$ cat src/rtl/looper_pkg.sv
// Shared types and defaults for the looper transport controller.
package looper_pkg;

  typedef enum logic [2:0] {
    ST_IDLE   = 3'd0,
    ST_RECORD = 3'd1,
    ST_PLAY   = 3'd2,
    ST_PAUSE  = 3'd3
  } state_t;

  typedef enum logic [1:0] {
    CMD_NONE,
    CMD_STOP,
    CMD_REC,
    CMD_PLAY
  } cmd_t;

  localparam int SPEED_MAX_UP_DEF   = 2;
  localparam int SPEED_MAX_DOWN_DEF = 4;

  // Transport events collapse to one command: stop beats rec beats play.
  function automatic cmd_t pick_cmd(input logic stop, input logic rec, input logic play);
    if (stop)      return CMD_STOP;
    else if (rec)  return CMD_REC;
    else if (play) return CMD_PLAY;
    else           return CMD_NONE;
  endfunction

endpackage

$ cat src/rtl/edge_pulse.sv
// One-cycle pulse on the rising edge of a synchronous level input.
module edge_pulse (
  input  logic clk,
  input  logic reset,
  input  logic level,
  output logic pulse
);

  logic prev;

  always_ff @(posedge clk or negedge reset) begin
    if (!reset) prev <= 1'b0;
    else        prev <= level;
  end

  assign pulse = level & ~prev;

endmodule

$ cat src/rtl/looper_controller.sv
// Transport/speed controller for a sample looper: button events drive the
// record/play/pause FSM, loop length counting, direction and speed steps.
module looper_controller
  import looper_pkg::*;
#(
  parameter int ADDR_WIDTH     = 16,
  parameter int SPEED_MAX_UP   = SPEED_MAX_UP_DEF,
  parameter int SPEED_MAX_DOWN = SPEED_MAX_DOWN_DEF
) (
  input  logic                  clk,
  input  logic                  reset,
  input  logic                  btn_rec,
  input  logic                  btn_play,
  input  logic                  btn_stop,
  input  logic                  btn_rev,
  input  logic                  btn_fast,
  input  logic                  btn_slow,
  input  logic                  sample_tick,
  output logic                  write,
  output logic                  read,
  output logic                  reverse,
  output logic                  speedUpRecording,
  output logic                  slowDownRecording,
  output logic [2:0]            state,
  output logic [ADDR_WIDTH:0]   loop_len,
  output logic signed [3:0]     speed_level
);

  localparam logic [ADDR_WIDTH:0] LEN_ONE  = {{ADDR_WIDTH{1'b0}}, 1'b1};
  localparam logic [ADDR_WIDTH:0] LEN_LAST = {1'b0, {ADDR_WIDTH{1'b1}}};
  localparam logic signed [3:0]   UP_LIM   = 4'(SPEED_MAX_UP);
  localparam logic signed [3:0]   DN_LIM   = 4'(-SPEED_MAX_DOWN);

  logic [5:0] btn_level;
  logic [5:0] btn_event;

  assign btn_level = {btn_slow, btn_fast, btn_rev, btn_stop, btn_play, btn_rec};

  for (genvar i = 0; i < 6; i++) begin : g_edge
    edge_pulse u_edge (
      .clk   (clk),
      .reset (reset),
      .level (btn_level[i]),
      .pulse (btn_event[i])
    );
  end

  logic ev_rec, ev_play, ev_stop, ev_rev, ev_fast, ev_slow;
  assign {ev_slow, ev_fast, ev_rev, ev_stop, ev_play, ev_rec} = btn_event;

  state_t           cur_state, nxt_state;
  cmd_t             cmd;
  logic             len_clear, len_inc, len_nz;
  logic             rev_d, up_d, dn_d;
  logic signed [3:0] speed_d;

  assign len_nz = (loop_len != '0);
  assign state  = cur_state;

  always_ff @(posedge clk or negedge reset) begin
    if (!reset) cur_state <= ST_IDLE;
    else        cur_state <= nxt_state;
  end

  // A transport event in RECORD takes precedence over a same-cycle sample tick.
  always_comb begin
    nxt_state = cur_state;
    len_clear = 1'b0;
    len_inc   = 1'b0;
    cmd       = pick_cmd(ev_stop, ev_rec, ev_play);
    case (cur_state)
      ST_IDLE: begin
        if (cmd == CMD_REC) begin
          nxt_state = ST_RECORD;
          len_clear = 1'b1;
        end
      end
      ST_RECORD: begin
        if (cmd == CMD_STOP) begin
          nxt_state = len_nz ? ST_PAUSE : ST_IDLE;
        end else if (cmd == CMD_REC || cmd == CMD_PLAY) begin
          nxt_state = len_nz ? ST_PLAY : ST_IDLE;
        end else if (sample_tick) begin
          len_inc = 1'b1;
          if (loop_len == LEN_LAST) nxt_state = ST_PLAY;
        end
      end
      ST_PLAY: begin
        if (cmd == CMD_STOP) begin
          nxt_state = ST_PAUSE;
        end else if (cmd == CMD_REC) begin
          nxt_state = ST_RECORD;
          len_clear = 1'b1;
        end
      end
      ST_PAUSE: begin
        if (cmd == CMD_REC) begin
          nxt_state = ST_RECORD;
          len_clear = 1'b1;
        end else if (cmd == CMD_PLAY) begin
          nxt_state = ST_PLAY;
        end
      end
      default: nxt_state = ST_IDLE;
    endcase
  end

  always_comb begin
    rev_d   = reverse;
    speed_d = speed_level;
    up_d    = 1'b0;
    dn_d    = 1'b0;
    if (len_clear) begin
      rev_d = 1'b0;
    end else if (ev_rev && (cur_state == ST_PLAY || cur_state == ST_PAUSE)) begin
      rev_d = ~reverse;
    end
    if (cur_state != ST_RECORD && (ev_fast ^ ev_slow)) begin
      if (ev_fast && speed_level < UP_LIM) begin
        speed_d = speed_level + 4'sd1;
        up_d    = 1'b1;
      end
      if (ev_slow && speed_level > DN_LIM) begin
        speed_d = speed_level - 4'sd1;
        dn_d    = 1'b1;
      end
    end
  end

  always_ff @(posedge clk or negedge reset) begin
    if (!reset) begin
      write             <= 1'b0;
      read              <= 1'b0;
      reverse           <= 1'b0;
      speedUpRecording  <= 1'b0;
      slowDownRecording <= 1'b0;
      speed_level       <= 4'sd0;
      loop_len          <= '0;
    end else begin
      write             <= (nxt_state == ST_RECORD);
      read              <= (nxt_state == ST_PLAY);
      reverse           <= rev_d;
      speedUpRecording  <= up_d;
      slowDownRecording <= dn_d;
      speed_level       <= speed_d;
      if (len_clear)    loop_len <= '0;
      else if (len_inc) loop_len <= loop_len + LEN_ONE;
    end
  end

endmodule

$ cat config.mk
export PLATFORM = sky130hd
export DESIGN_NAME = looper_controller
export DESIGN_NICKNAME = d
export VERILOG_FILES = /design/src/rtl/looper_pkg.sv /design/src/rtl/edge_pulse.sv /design/src/rtl/looper_controller.sv
export SDC_FILE = /design/constraint.sdc
export NUM_CORES = 1
export LEC_CHECK = 0
export BUFFER_PORTS_ARGS = -buffer_cell sky130_fd_sc_hd__buf_4
export CELL_PAD_IN_SITES_DETAIL_PLACEMENT = 1
export CELL_PAD_IN_SITES_GLOBAL_PLACEMENT = 2
export CORE_UTILIZATION = 32
export CTS_BUF_LIST = sky130_fd_sc_hd__clkbuf_8
export CTS_CLUSTER_SIZE = 24
export DETAILED_ROUTE_END_ITERATION = 10
export GPL_TIMING_DRIVEN = 0
export PLACE_DENSITY = 0.8
export SYNTH_ARGS = -nofsm -noshare
export SYNTH_HDL_FRONTEND = slang
export SYNTH_SLANG_ARGS = --single-unit
$ cat constraint.sdc
create_clock -name clk -period 1.9 [get_ports clk]
set_clock_uncertainty 0.15 [all_clocks]
set_input_delay 0.285 -clock clk [delete_from_list [all_inputs] [get_ports clk]]
set_output_delay 0.285 -clock clk [all_outputs]
set_load 0.005 [all_outputs]
==> metrics.cfg, run 1 <==
[run_status]
outcome=finished with violations
violations=setup timing

[worst_setup_path]
cp-end-kind=register
required_ns=1.95
cp-start-kind=register
r2r_setup_slack_ns=-0.12
critPathKind=reg2reg
cp_max_fo=3
crit_arrival_ns=2.06

[drt]
totalWireLength_mm=5.29
drt-vias-per-instance=4.99
vias=1646
firstDrtPassIters=4
drc=0
routedWlPerCell_um=16.0
ant_nets=0
drtIter0Drc=80

[power]
p_seq_share_pct=44.7
switching_share_pct=30.7
p_sw_uw=611
cell_internal_pwr_mw=1.38
ir_worst_vdd_uv=394
comb_power_share_pct=29.8
p_per_area_nw_per_um2=720
p_clk_share_pct=25.5
p_leak_nw=1.31

[floorplan]
die_w_um=75.7
die_h_um=75.7
die-area_um2=5730
row_count=26
start_util_pct=33.6
io_pins=38
fp.coreArea_um2=5170

[cts]
clkSinkCount=35
numCtsBuffers=5
cts_tree=yes
clk_pin_slew_ns=0.07
htreeDepth=2
clkLatencyLatePin_ns=0.28
root_buffer=clkbuf_8
clock_path_buffers=2

[sta]
drv_slew=0
tns_ns=-0.415
rsz0062_at_grt=yes
post-route-min-period_ns=2.02
setup_viol=5
fin_ws_ns=-0.117
finalCritPeriodShare_pct=106
fmax_ghz=0.496
hold_violations=0

[synth]
yosysSeqAreaShare_pct=50.4
yosys.area.top_type_share_pct=50.4
synth_top_area_cell=dfrtp_1
synthesis.area_um2=1740
ys_ff_latch=35
synth-warning-count=0
syn_area_per_cell_um2=10.5
syn_inst=166
synth_fp_nets=181
synth.top_cells.by_area=dfrtp_1 50%, xor2_1 7.6%, nand4_1 4.0%, nor2_1 3.9%, ha_1 3.6%
netlist-cell-type-count=38

[global_route]
grt_antenna_before_repair=0
grt_usage_pct=19.5
first_global_vias=1737
grt_pass1_wl_mm=8.27
grt_overflow_total=0
grt_max_degree=36

[placement]
hpwl_mm=3.19
io_buffers=37
dpl_cell_area_um2=2110
globalplace.congestion=0.779
pre_cts_ws_ns=-0.339

[layout]
fillCellCount=572
diodes=0
ff_latch_area_um2=891
layout_common_cells=74 x buf_4, 23 x dfrtp_1, 17 x nor2_1, 14 x xor2_1, 12 x dfrtp_2
stdcell_area_um2=2760
nNetsFinal=274
final_common_cell=buf_4
area_growth_pct=58.8
drive_gt1_share_pct=49.2
multi_input_area_um2=977

[hold_path]
hold_class=in2reg

[flow_run]
drv_cap=0

worst max-delay path, stage by stage (launching register included):
cell     delay [ns]
dfrtp_2        0.43
nand4_1        0.14
nor4_2         0.07
and3_1         0.18
ha_2           0.18
nand2_2        0.06
and2b_1        0.18
a311o_2        0.37
nor3_1         0.17
sequential cells by signal (all words and copies together), names as in the netlist:
| signal | flops |
|---|---|
| speed_level | 4 |
| loop_len | 17 |
| state | 3 |
| g_edge.u_edge.prev | 6 |
| read | 1 |
| reverse | 1 |
| slowDownRecording | 1 |
| speedUpRecording | 1 |
| write | 1 |
power groups by stage:
stage	sequential, mW	combinational, mW	clock [mW]
floorplan	0.894	0.231	0
global placement	0.899	0.386	0
detailed placement	0.902	0.413	0
CTS	0.880	0.521	0.524
global route	0.896	0.657	0.548
finish	0.889	0.593	0.507
what timing repair did:
action / 4_1_cts / 5_1_grt
hold buffers: 7 / 0
setup endpoints to repair: 25 / 23
buffers inserted: 33 / 12
hold endpoints to repair: 41 / 0
pin swaps: 15 / 22
gates resized for setup: 33 / 14
routing by layer:
| layer | up-vias | track usage (%) | share of wire (%) |
|---|---|---|---|
| li1 | 763 | - | - |
| met1 | 838 | 24.4 | 42 |
| met2 | 37 | 33.7 | 53 |
| met3 | 8 | 4.76 | 3.8 |
| met4 | 0 | 5.35 | 1.4 |
| met5 | - | 0 | 0 |
path summary, 6_finish.rpt:
| kind | from | cells past startpoint | endpoint |
|---|---|---|---|
| setup / recovery | loop_len[6] | 8 | write |
| hold / removal | sample_tick | 3 | loop_len[1] |
| setup reg to reg | loop_len[6] | 8 | write |
| hold reg to reg | reverse | 2 | reverse |
| max in group asynchronous | reset | 2 | state[2] |
| min in group asynchronous | reset | 2 | loop_len[14] |
kinds of logic after synthesis:
| family | Yosys count | share of synthesized area, % |
|---|---|---|
| adder cells (fa/ha/maj) | 6 | 4.75 |
| AND/OR/NAND/NOR | 80 | 27.0 |
| XOR/XNOR | 19 | 9.57 |
| other | 1 | 0.216 |
| flip-flops | 35 | 50.4 |
| buffers and inverters | 11 | 2.37 |
| AO/OA/AOI/OAI | 14 | 5.76 |
cell usage after synthesis:
cell,n
nand3_1,6
a21boi_1,1
o21ai_0,5
nand2_1,8
dfrtp_1,35
o21ba_2,1
nand4_1,11
or3b_4,1
fa_1,1
nor2_1,18
a21o_1,1
nor3_1,3
a21oi_1,1
nor3_2,1
o311a_1,1
and4_1,1
clkbuf_1,2
and2b_1,1
and3_1,6
nor3b_1,2
nor4_1,5
nand3b_1,3
conb_1,1
nand2b_1,2
nor4b_1,1
a31oi_1,1
nor4_4,1
nand4b_1,1
xnor2_1,4
nor2b_1,6
and4bb_2,1
inv_1,9
a311o_2,1
and2_1,2
a32oi_1,1
ha_1,5
xor2_1,15
o311ai_0,1
area by class of cell:
class                   instances  share of cell area [%]
multi-input cells             120                    35.4
flip-flops and latches         35                    32.2
repair buffers                 86                    24.7
well taps                      70                    3.17
clock buffers                   5                    2.49
inverters                       9                    1.22
clock inverters                 3                   0.453
plain buffers                   2                   0.362
stage by stage:
step	hold WS [ns]	util, %	power [mW]	instances
detailed placement	0.121	40.9	1.31	273
floorplan	-0.161	-	1.12	166
global placement	0.112	40.9	1.28	273
CTS	0.141	50.7	1.92	320
finish	0.145	53.4	1.99	330
global route	0.163	53.4	2.10	330
Note: power is estimated with default switching activity, not from simulation.
==> run 2, diff against run 1 <==
--- a/config.mk
+++ b/config.mk
@@ -5,10 +5,11 @@
 export SDC_FILE = /design/constraint.sdc
 export NUM_CORES = 1
 export LEC_CHECK = 0
+export ABC_AREA = 1
 export BUFFER_PORTS_ARGS = -buffer_cell sky130_fd_sc_hd__buf_4
 export CELL_PAD_IN_SITES_DETAIL_PLACEMENT = 1
 export CELL_PAD_IN_SITES_GLOBAL_PLACEMENT = 2
-export CORE_UTILIZATION = 32
+export CORE_UTILIZATION = 30
 export CTS_BUF_LIST = sky130_fd_sc_hd__clkbuf_8
 export CTS_CLUSTER_SIZE = 24
 export DETAILED_ROUTE_END_ITERATION = 10
==> run 2 against run 1 <==
  * The flow still finishes with violations (setup timing)
  * Clock-buffer cell count did not move
  * Die area rose by 28%
  * Critical endpoint unchanged
  * Register-to-register slack better by 0.03 ns
  * Area after synthesis is 21% higher
==> metrics.cfg, run 2 <==
[synth]
synth.top_cells.by_area=dfrtp_1 42%, nand2_1 12%, inv_1 6.1%, nor2_1 5.3%, nand3_1 3.6%
synth_most_common_cell=nand2_1
syn_area_per_cell_um2=7.86  ; -25%
synth_top_area_cell=dfrtp_1
ys.flop_type=dfrtp_1
synth-warning-count=0  ; unchanged
yosys.area.top_type_share_pct=41.6  ; -8.8 points
yosysSeqAreaShare_pct=41.6  ; -8.8 points
syn_inst=268  ; +61%
synth-simple-area-share_pct=34.9  ; +8.0 points
netlist-cell-type-count=35  ; -7.9%
ys_ff_latch=35  ; unchanged
synthesis.area_um2=2110  ; +21%
synth_xor_area_share_pct=1.66  ; -7.9 points
synth_fp_nets=283  ; +56%
async_reset_ff_share_pct=100  ; unchanged
synthAdderAreaFrac_pct=3.92  ; -0.83 points
synth_common_cells=65 x nand2_1, 35 x dfrtp_1, 34 x inv_1
synth_compound_area_share_pct=9.92  ; +4.2 points
synth-edff-count=0  ; unchanged
synth_top_family_by_area=simple AND/OR/NAND/NOR gates
synthMuxAreaShare_pct=0  ; unchanged

[flow_run]
drv_cap=0  ; unchanged

[cts]
cts_tree=yes
clkLatencyLatePin_ns=0.29  ; about the same
clk_pin_slew_ns=0.08  ; about the same
numCtsBuffers=5  ; unchanged
root_buffer=clkbuf_8
htreeDepth=2  ; unchanged
clock_path_buffers=2  ; unchanged
clkSinkCount=35  ; unchanged

[floorplan]
die-area_um2=7360  ; +28%
fp.coreArea_um2=6790  ; +31%
start_util_pct=31.0  ; -2.6 points
io_pins=38  ; unchanged
die_h_um=85.8  ; +13%
die_w_um=85.8  ; +13%
row_count=30  ; +15%

[power]
cell_internal_pwr_mw=1.39  ; +0.64%
comb_power_share_pct=30.2  ; +0.4 points
p_clk_share_pct=26.3  ; +0.8 points
p_total_mw=2.13  ; +7.0%
p_seq_share_pct=43.5  ; -1.2 points
ir_worst_vdd_uv=455  ; +15%
p_leak_nw=1.43  ; +9.5%
p_sw_uw=741  ; +21%
p_per_area_nw_per_um2=733  ; +1.8%
switching_share_pct=34.9  ; +4.1 points

[sta]
drv_slew=0  ; unchanged
finalCritPeriodShare_pct=105  ; -1.5 points
hold_violations=0  ; unchanged
rsz0062_at_grt=yes
post-route-min-period_ns=1.99  ; -0.0289 ns
fin_ws_ns=-0.0882  ; +0.0289 ns
setup_viol=3  ; -2
fmax_ghz=0.503  ; +1.5%

[placement]
hpwl_mm=4.20  ; +31%
io_buffers=37  ; unchanged
pre_cts_ws_ns=-0.307  ; +0.0316 ns
globalplace.congestion=0.757  ; -2.9%

[drt]
drc=0  ; unchanged
routedWlPerCell_um=13.9  ; -13%
firstDrtPassIters=4  ; unchanged
ant_nets=0  ; unchanged
vias=2015  ; +22%
drtIter0Drc=45  ; -44%
drt-vias-per-instance=4.64  ; -6.9%
totalWireLength_mm=6.03  ; +14%

[worst_setup_path]
cp-start-kind=register
crit_arrival_ns=2.03  ; -0.03 ns
cp-end-kind=register
cp_max_fo=2  ; -1
critPathKind=reg2reg
required_ns=1.95  ; about the same

[global_route]
grt_pass1_wl_mm=9.77  ; +18%
grt_antenna_before_repair=0  ; unchanged
grt_usage_pct=17.3  ; -2.2 points
first_global_vias=1989  ; +15%
grt_max_degree=36  ; unchanged
grt_overflow_total=0  ; unchanged

[layout]
layout_common_cells=63 x nand2_1, 55 x buf_4, 33 x inv_1, 30 x dfrtp_1, 28 x nor2_1
fin_util_pct=42.7  ; -11 points
reg_top3=loop_len: 17 flops, g_edge.u_edge.prev: 6 flops, speed_level: 4 flops
drive_gt1_share_pct=34.6  ; -15 points
area_growth_pct=37.9
nNetsFinal=352  ; +28%
top_register=loop_len
final_common_cell=nand2_1
diodes=0  ; unchanged
largest_register_ff_count=17  ; unchanged

[run_status]
violations=setup timing
outcome=finished with violations

[hold_path]
hold_class=in2reg

==> run 2: changes by cell type after synthesis, moves of 4 or more <==
cell,previous run,this run
inv_2,0,5
nand3_1,6,15
o21ai_2,0,6
a21oi_1,1,9
nand2_1,8,65
nand3_2,0,4
xor2_1,15,3
nor2_1,18,30
nor4_1,5,0
and3_1,6,0
nor2b_1,6,0
o21ai_0,5,12
inv_1,9,34
==> run 2: cell type report <==
| cell class | count | area, µm² |
|---|---|---|
| clock buffer | 5 | 68.8 |
| tap | 96 | 120 |
| clock inverter | 3 | 16.3 |
| multi-input combinational | 192 | 1170 |
| sequential | 35 | 882 |
| buffer | 1 | 11.3 |
| fill | 815 | 3890 |
| timing repair buffer | 62 | 483 |
| inverter | 40 | 153 |
==> run 2: worst paths after layout <==
path	cells past startpoint	from	slack [ns]	end
worst max-delay path	15	loop_len[1]	-0.09	write
worst min-delay path	3	sample_tick	0.28	loop_len[2]
worst max register to register	15	loop_len[1]	-0.09	write
worst min register to register	2	reverse	0.41	reverse
max in group asynchronous	2	reset	0.90	loop_len[2]
min in group asynchronous	2	reset	0.34	g_edge[2].u_edge.prev
==> run 2: power by group through the flow <==
stage	sequential, mW	clock, mW	combinational, mW
detailed placement	0.916	0	0.508
CTS	0.908	0.575	0.545
floorplan	0.902	0	0.301
global route	0.937	0.600	0.741
finish	0.925	0.559	0.643
global placement	0.913	0	0.492
==> run 2: layer usage <==
metal	track usage, %	wire (µm)
met5	0	0
met2	28.1	2970
met4	5.00	98
met3	2.89	138
met1	23.9	2820
==> run 2: worst max-delay path, cell delays in order (launching register included) <==
cell	delay, ns
dfrtp_1	0.40
ha_2	0.21
inv_2	0.05
nor2_4	0.11
nand2_4	0.08
nor2_4	0.10
nand2_1	0.06
nor2_2	0.10
ha_1	0.15
nand2_1	0.05
nand2_1	0.08
nor2_1	0.04
nor2_1	0.10
nand2_1	0.10
nand2_2	0.08
nor2_1	0.04
==> run 2: through the flow <==
step                hold slack [ns]  instance area, µm²   TNS, ns  instances
global placement              0.132                2510     -1.28        401
finish                        0.277                2900    -0.230        434
CTS                           0.252                2740    -0.291        422
floorplan                    -0.161                2110  -0.00625        268
detailed placement            0.133                2510     -1.35        401
global route                  0.292                2900     -1.23        434
==> run 2: timing repair <==
item | in CTS | in global routing
endpoints found under the hold margin | 41 | 0
resized for setup | 9 | 16
pin swaps | 3 | 13
endpoints found under the setup margin | 6 | 18
hold buffers | 7 | 0
buffers inserted | 6 | 12
==> run 2: logic make-up (layout without fill, tap and decap cells) <==
group / count (synthesis) / in the layout
AOI/OAI and AO/OA: 35 / 35
xor gates and xnor gates: 4 / 4
adders and majority gates: 6 / 6
buffers and inverters: 41 / 111
DFF: 35 / 35
other: 1 / 1
and+or+nand+nor: 146 / 146
